## config.mk

```make
export PLATFORM = sky130hd
export DESIGN_NAME = alu_iter
export DESIGN_NICKNAME = d
export VERILOG_FILES = /design/src/rtl/alu_iter.sv
export SDC_FILE = /design/constraint.sdc
export NUM_CORES = 1
export LEC_CHECK = 0
export ABC_AREA = 1
export CAP_MARGIN = 25
export CELL_PAD_IN_SITES_DETAIL_PLACEMENT = 0
export CELL_PAD_IN_SITES_GLOBAL_PLACEMENT = 2
export CORE_AREA = 8 8 171 173
export DETAILED_ROUTE_END_ITERATION = 10
export DIE_AREA = 0 0 179 181
export GPL_TIMING_DRIVEN = 1
export PLACE_DENSITY = 0.91
export SYNTH_ARGS = -nofsm -noshare
export SYNTH_HDL_FRONTEND = slang
export SYNTH_SLANG_ARGS = --single-unit
```

## constraint.sdc

```tcl
create_clock -name clk -period 2.3 [get_ports clk]
set_input_delay 0.345 -clock clk [delete_from_list [all_inputs] [get_ports clk]]
set_output_delay 0.345 -clock clk [all_outputs]
set_load 0.03 [all_outputs]
```

## src/rtl/alu_iter.sv

```systemverilog
// alu_iter: registered ALU behind a valid/ready handshake. Defining ALU_ITER_MULDIV_EN
// adds iterative MUL/DIVU/REMU (one shift-add / restoring-subtract step per cycle).
module alu_iter #(
    parameter int W = 32
) (
    input  logic         clk,
    input  logic         rst_n,
    input  logic         in_valid,
    output logic         in_ready,
    input  logic [W-1:0] op1,
    input  logic [W-1:0] op2,
    input  logic [3:0]   sel,
    output logic         out_valid,
    input  logic         out_ready,
    output logic [W-1:0] res,
    output logic         zf,
    output logic         ovf
);
    localparam logic [3:0] OP_AND  = 4'b0000;
    localparam logic [3:0] OP_OR   = 4'b0001;
    localparam logic [3:0] OP_ADD  = 4'b0010;
    localparam logic [3:0] OP_SUB  = 4'b0110;
    localparam logic [3:0] OP_SLTU = 4'b0111;
    localparam logic [3:0] OP_SLT  = 4'b1000;
    localparam logic [3:0] OP_NOR  = 4'b1100;

    typedef enum logic [1:0] {IDLE, BUSY, DONE} state_t;

    state_t       state_q, state_d;
    logic [W-1:0] res_q, res_d;
    logic         zf_q, zf_d;
    logic         ovf_q, ovf_d;

    // Returns {ovf, res}; unlisted codes (and iterative codes without the option) give zero.
    function automatic logic [W:0] single_op(input logic [3:0] code,
                                             input logic [W-1:0] a,
                                             input logic [W-1:0] b);
        logic [W-1:0] r;
        logic         v;
        r = '0;
        v = 1'b0;
        case (code)
            OP_AND:  r = a & b;
            OP_OR:   r = a | b;
            OP_ADD: begin
                r = a + b;
                v = (a[W-1] == b[W-1]) && (r[W-1] != a[W-1]);
            end
            OP_SUB: begin
                r = a - b;
                v = (a[W-1] != b[W-1]) && (r[W-1] != a[W-1]);
            end
            OP_SLTU: r = {{(W-1){1'b0}}, (a < b)};
            OP_SLT:  r = {{(W-1){1'b0}}, ($signed(a) < $signed(b))};
            OP_NOR:  r = ~(a | b);
            default: r = '0;
        endcase
        return {v, r};
    endfunction

`ifdef ALU_ITER_MULDIV_EN
    localparam logic [3:0] OP_MUL  = 4'b1001;
    localparam logic [3:0] OP_DIVU = 4'b1010;
    localparam logic [3:0] OP_REMU = 4'b1011;
    localparam int         CW      = $clog2(W) + 1;

    // kind: 01 MUL, 10 DIVU, 11 REMU. MUL: a=multiplicand, b=multiplier, acc=product.
    // DIV: a=dividend shifting into quotient, b=divisor, acc=partial remainder.
    logic [CW-1:0] cnt_q, cnt_d;
    logic [W-1:0]  a_q, a_d, b_q, b_d, acc_q, acc_d;
    logic [1:0]    kind_q, kind_d;
    logic [W:0]    trial;
    logic          ge;
    logic [W-1:0]  step_a, step_acc;

    always_comb begin
        trial    = {acc_q, a_q[W-1]};
        ge       = trial >= {1'b0, b_q};
        step_a   = a_q;
        step_acc = acc_q;
        if (kind_q == 2'b01) begin
            step_acc = acc_q + (b_q[0] ? a_q : '0);
            step_a   = a_q << 1;
        end else begin
            // When ge holds the difference is below b_q, so W bits suffice.
            step_acc = ge ? (trial[W-1:0] - b_q) : trial[W-1:0];
            step_a   = {a_q[W-2:0], ge};
        end
    end
`endif

    always_comb begin
        state_d = state_q;
        res_d   = res_q;
        zf_d    = zf_q;
        ovf_d   = ovf_q;
`ifdef ALU_ITER_MULDIV_EN
        cnt_d   = cnt_q;
        a_d     = a_q;
        b_d     = b_q;
        acc_d   = acc_q;
        kind_d  = kind_q;
`endif
        case (state_q)
            IDLE: begin
                if (in_valid) begin
`ifdef ALU_ITER_MULDIV_EN
                    if (sel == OP_MUL || sel == OP_DIVU || sel == OP_REMU) begin
                        kind_d  = sel[1:0];
                        a_d     = op1;
                        b_d     = op2;
                        acc_d   = '0;
                        cnt_d   = '0;
                        state_d = BUSY;
                    end else
`endif
                    begin
                        {ovf_d, res_d} = single_op(sel, op1, op2);
                        zf_d           = ~|res_d;
                        state_d        = DONE;
                    end
                end
            end
            BUSY: begin
`ifdef ALU_ITER_MULDIV_EN
                a_d   = step_a;
                acc_d = step_acc;
                cnt_d = cnt_q + CW'(1);
                if (kind_q == 2'b01) begin
                    b_d = b_q >> 1;
                end
                if (cnt_q == CW'(W - 1)) begin
                    res_d   = (kind_q == 2'b10) ? step_a : step_acc;
                    zf_d    = ~|res_d;
                    ovf_d   = 1'b0;
                    state_d = DONE;
                end
`else
                state_d = IDLE;
`endif
            end
            DONE: begin
                if (out_ready) begin
                    state_d = IDLE;
                end
            end
            default: state_d = IDLE;
        endcase
    end

    always_ff @(posedge clk or negedge rst_n) begin
        if (!rst_n) begin
            state_q <= IDLE;
            res_q   <= '0;
            zf_q    <= 1'b0;
            ovf_q   <= 1'b0;
        end else begin
            state_q <= state_d;
            res_q   <= res_d;
            zf_q    <= zf_d;
            ovf_q   <= ovf_d;
        end
    end

`ifdef ALU_ITER_MULDIV_EN
    always_ff @(posedge clk or negedge rst_n) begin
        if (!rst_n) begin
            cnt_q  <= '0;
            a_q    <= '0;
            b_q    <= '0;
            acc_q  <= '0;
            kind_q <= 2'b00;
        end else begin
            cnt_q  <= cnt_d;
            a_q    <= a_d;
            b_q    <= b_d;
            acc_q  <= acc_d;
            kind_q <= kind_d;
        end
    end
`endif

    assign in_ready  = (state_q == IDLE);
    assign out_valid = (state_q == DONE);
    assign res       = res_q;
    assign zf        = zf_q;
    assign ovf       = ovf_q;

endmodule

```

Yosys cells after proc, flatten, opt, wreduce, memory -nomap -nowiden. Index checks and enable logic that the tools add are counted.

$lt $le $gt $ge: 2. Bitwise logic cells: 3. Reductions and logical operators: 8. Mux-type cells: 7. Equal/unequal tests: 13. $add $sub $neg: 2.

Operators with widths (number): 32-bit case mux with 7 select lines (1); 32-bit < comparator (2); 32-bit 2-to-1 mux (2); 32-bit adder (1); 32-bit bitwise AND (1); 32-bit inverter (1); 32-bit bitwise OR (1); 32-bit OR reduction (1); 32-bit subtractor (1); 4-bit by 3-bit == test with 1-bit output (second input constant) (2); 4-bit == test (second input constant) (2); 4-bit by 1-bit == test with 1-bit output (second input constant) (1); 4-bit by 2-bit == test with 1-bit output (second input constant) (1); 4-bit logical NOT (1); 2-bit 2-to-1 mux (2); 2-bit case mux with 2 select lines (1); 2-bit AND reduction (2); 1-bit inequality test (3); 2-bit == test (second input constant) (1); 1-bit logical AND (2); 2-bit logical NOT (1); 2-bit by 1-bit inequality test with 1-bit output (second input constant) (1); 2-bit inequality test (second input constant) (1); 1-bit case mux with 2 select lines (1); other kinds (2) (2).

Word-level logic and storage cells: 39. Flip-flop bits (word level): 36. Input port bits: 72. Output and inout bits: 36.

Logic depth before layout (Yosys ltp).
Depth after elaboration: 7. Mapped depth: 21. Gate-level depth less buffers: 20.

Worst setup path after synthesis. No wires, ideal clock.

Path type: input to register. From: input op1[0]. To: register zf_q, in the netlist zf. Setup time: 66 ps. Required time: 2234 ps. Stages: 20. Setup slack: 104 ps. Path buffers: 0. Data arrival time: 2131 ps. Cells stage by stage: ha_1 > inv_1 > fa_1 > inv_1 > nand3_1 > nand2_1 > nand2_1 > nand2_1 > nand2_1 > nand2_1 > nand2_1 > nand2_1 > nand2_1 > nand3_1 > nand3_1 > nor2_1 > nand2_1 > nor2_1 > nand3_1 > nand2_1.

Word-level cells in the longest chain between the ends: 7. Elaborated cells on any way between the ends: 12. Classes of those cells: 2 x add/sub; 2 x order compare; 3 x mux; 3 x bitwise; 2 x reduce/logical.

RTL lines: start, declared (line 10) `input logic [W-1:0] op1,`; branches (longest 2 deep; another with 32-bit subtractor); 32-bit case mux with 7 select lines * (line 42) `case (code)`; 32-bit 2-to-1 mux * (line 106) `if (in_valid) begin`; 32-bit 2-to-1 mux * (line 104) `case (state_q)`; 32-bit OR reduction * (line 119) `zf_d = ~|res_d;`; 1-bit logical NOT * (line 119); end signal, assigned (line 160) `zf_q <= zf_d;`; end, declared (line 31) `logic zf_q, zf_d;`.

Every way passes the cells marked *. The select of a mux whose other input is x is not followed. A chain may end at the register's enable or synchronous reset.

Worst setup path in the final report.
From: input op1[11]. To: register zf_q, in the netlist zf.

The elaborated chain is that of the path after synthesis.

==> out/metrics.cfg <==
[status]
status = completed

[timing]
min_period_ns = 2.25
relSlewSlack_pct = 64.0
worst_pin_slew_ns = 0.539
hold_viol_final = 0
setup_viol = 0
finClkSkew_ns = 0.00210
rsz0062_at_grt = true
slew_viol_final = 0
tns_ns = 0
fmax_mhz = 445
min_period_over_period_pct = 97.7

[power]
power.leakage_uw = 0.00773
p_total_uw = 4930
switchingPower_uw = 2240
p_comb_share_pct = 70.3
ir_worst_vdd_mv = 0.534
p_seq_share_pct = 15.5
switching_share_pct = 45.5
pwr-share-clk_pct = 14.2
p_int_uw = 2690
power_density_nw_per_um2 = 348

[setup_path]
cpMostUsedCell = nand2_4
cp.required_ns = 2.51
r2r_cells = 11
reg2reg_to = zf
crit_chain = clkdlybuf4s15_2, inv_2, ha_4, buf_8, inv_2, nand2_4, nor2_4, buf_4, a21oi_4, nand2_4, nand2_4, nand2_2, a21oi_2, nand3_2, nor2_2, nand2_1, nor2_2, nand3_1, nand2_1
timing.rr.start = state_q[1]
crit_family = simple AND/OR/NAND/NOR gates
worst-path-buf-inv = 5
cp_slowest_stage_delay_ns = 0.27
path_max_fanout = 6
worstSetupStartpoint = op1[11]
critPathKind = in2reg
crit_path_top_delay_cell = ha_4
startpoint_type = input port
r2r_setup_slack_ns = 0.71
endpoint_kind = flop
arrival_ns = 2.46

[detailed_routing]
routedWlPerCell_um = 14.9
wl_met3_um = 2160
drc = 0
routed_wl_um = 34100
met1_length_um = 15500
dr.pass1.iters = 6
final_antenna_net_count = 0
dr.max_layer_used = met4
wl_met2_um = 15600
drtIter0Drc = 651
dr_total_vias = 10800
drt-vias-per-instance = 4.70

[floorplanning]
die_area_um2 = 32400
dieWidth_um = 179
die_h_um = 181
initial_core_util_pct = 30.6
floorplan.rows = 60
coreArea_um2 = 26500
ios = 108

[placed_design]
gp_congestion = 0.980
dp_hpwl_um = 28200
place.port_buffers = 107

[synth]
synth_area_um2 = 8120
syn_inst = 1532
yosys.cell_types.count = 38
yosys_warnings = 0
ys.flop_type = dfrtp_1
async_reset_ff_share_pct = 100
synth_edf_count = 0
ys_seq_area_share_pct = 10.8
synth.avg_cell_area_um2 = 5.30
synth_nets = 1704
ys_seq_elements = 35

[global_route]
antenna_found_initial = 0
grt_usage_pct = 20.5
grt_max_degree = 45
grt_pass1_wl_um = 53700
grt_pass1_vias = 10500
grt_overflow = 0

[cts]
root_buffer = clkbuf_16
cts_tree = built
clock_sinks = 35
htreeDepth = 2
clk_pin_slew_ns = 0.05
hold_buffers = 0
cts_max_path_buffers = 2
worst_skew_pair.late_latency_ns = 0.27
numCtsBuffers = 5

[layout]
nets = 2116
area_growth_pct = 74.5
drive_gt1_share_pct = 44.3
multi_input_area_um2 = 7760
fill_cells = 2649
diodes = 0
seqCellArea_um2 = 876

[run]
maxCapViolations = 0

[worst_hold_path]
whs_path_depth = 2
worstHoldStart = res[13]
min_to = res[13]
hp-class = reg2reg

[logic make-up (layout without fill, tap and decap cells)]
logic type | Yosys count | in the layout | synth area share, %
adders and majority gates | 100 | 100 | 15.6
AOI/OAI and AO/OA | 129 | 129 | 9.75
xor gates and xnor gates | 3 | 3 | 0.324
and+or+nand+nor | 900 | 900 | 45.6
DFF | 35 | 35 | 10.8
buffers and inverters | 365 | 778 | 17.9
[area by class of cell]
| type | instances | area share (%) |
|---|---|---|
| well taps | 341 | 3.01 |
| inverters | 324 | 8.70 |
| clock buffers | 7 | 1.08 |
| flip-flops and latches | 35 | 6.18 |
| clock inverters | 1 | 0.0530 |
| repair buffers | 446 | 26.2 |
| multi-input cells | 1132 | 54.7 |
[state kept, by name, indices dropped and copies added, names as in the netlist]
register	flops
ovf	1
zf	1
state_q	1
res	32
[layout by cell type (no fill, tap or decap), types with 16 or more instances in the layout]
master / instances
ha_1: 58
dfrtp_1: 35
inv_2: 102
buf_6: 25
dlygate4sd2_1: 23
clkdlybuf4s50_1: 42
nand2_1: 399
nand3_2: 31
clkdlybuf4s15_1: 17
o21ai_0: 26
nor2_1: 89
nand2_4: 31
ha_4: 34
inv_1: 217
clkbuf_2: 18
nand3_1: 92
a21oi_2: 23
nor2_2: 46
buf_4: 305
a21oi_1: 26
nand4_1: 16
nand2_2: 125
nor2_4: 36
[power by group through the flow]
stage / registers [uW] / clock network (uW) / logic, uW
after detailed placement: 773 / 0 / 2730
after global placement: 771 / 0 / 2700
after floorplan: 953 / 0 / 1220
final: 764 / 701 / 3470
after global routing: 776 / 746 / 3750
after CTS: 764 / 714 / 3210
[stage by stage]
step	hold slack [ns]	instances	cell area (um^2)	util (%)	worst slack (ns)
4_1_cts	0.480	2269	13400	50.5	0.00250
6_report	0.479	2286	14200	53.5	0.0524
3_3_place_gp	0.461	2230	11700	44.0	-0.794
3_5_place_dp	0.465	2230	11700	44.0	-0.817
5_1_grt	0.492	2286	14200	53.5	-0.0954
2_1_floorplan	0.0494	1532	8120	-	0.104
[how the worst max path moves through the flow]
stage / to / slack, ns / depth (start not counted)
global placement: zf / -0.79 / 19
CTS: zf / 0.002 / 19
floorplan: zf / 0.10 / 20
global route: zf / -0.1 / 20
finish: zf / 0.05 / 19
detailed placement: zf / -0.82 / 21
[layer usage]
metal | track usage (%) | vias up
met2 | 33.7 | 326
met3 | 2.19 | 50
met1 | 28.0 | 4873
met4 | 5.19 | 0
li1 | - | 5505
met5 | 0 | -
[cell usage after synthesis (18+ instances only)]
master	count	area share (%)
buf_2	20	1.2
a21oi_1	53	3.3
nand2_2	18	1.4
nor2_1	167	7.7
inv_1	320	15
nand2_1	538	25
a221oi_1	22	2.4
ha_1	98	15
dfrtp_1	35	11
nand3_1	130	8.0
o21ai_0	36	2.2
[tightest hold or removal path: stages, from the launching register on]
cell and delay, ns:
dfrtp_1 0.34, nand2_1 0.06, nand2_1 0.05
[what timing repair did]
action / 4_1_cts / 5_1_grt
endpoints found under the setup margin: 30 / 21
setup buffers: 31 / 17
resized for setup: 501 / 248
pin swaps: 142 / 119
Note: power is estimated with default switching activity, not from simulation.
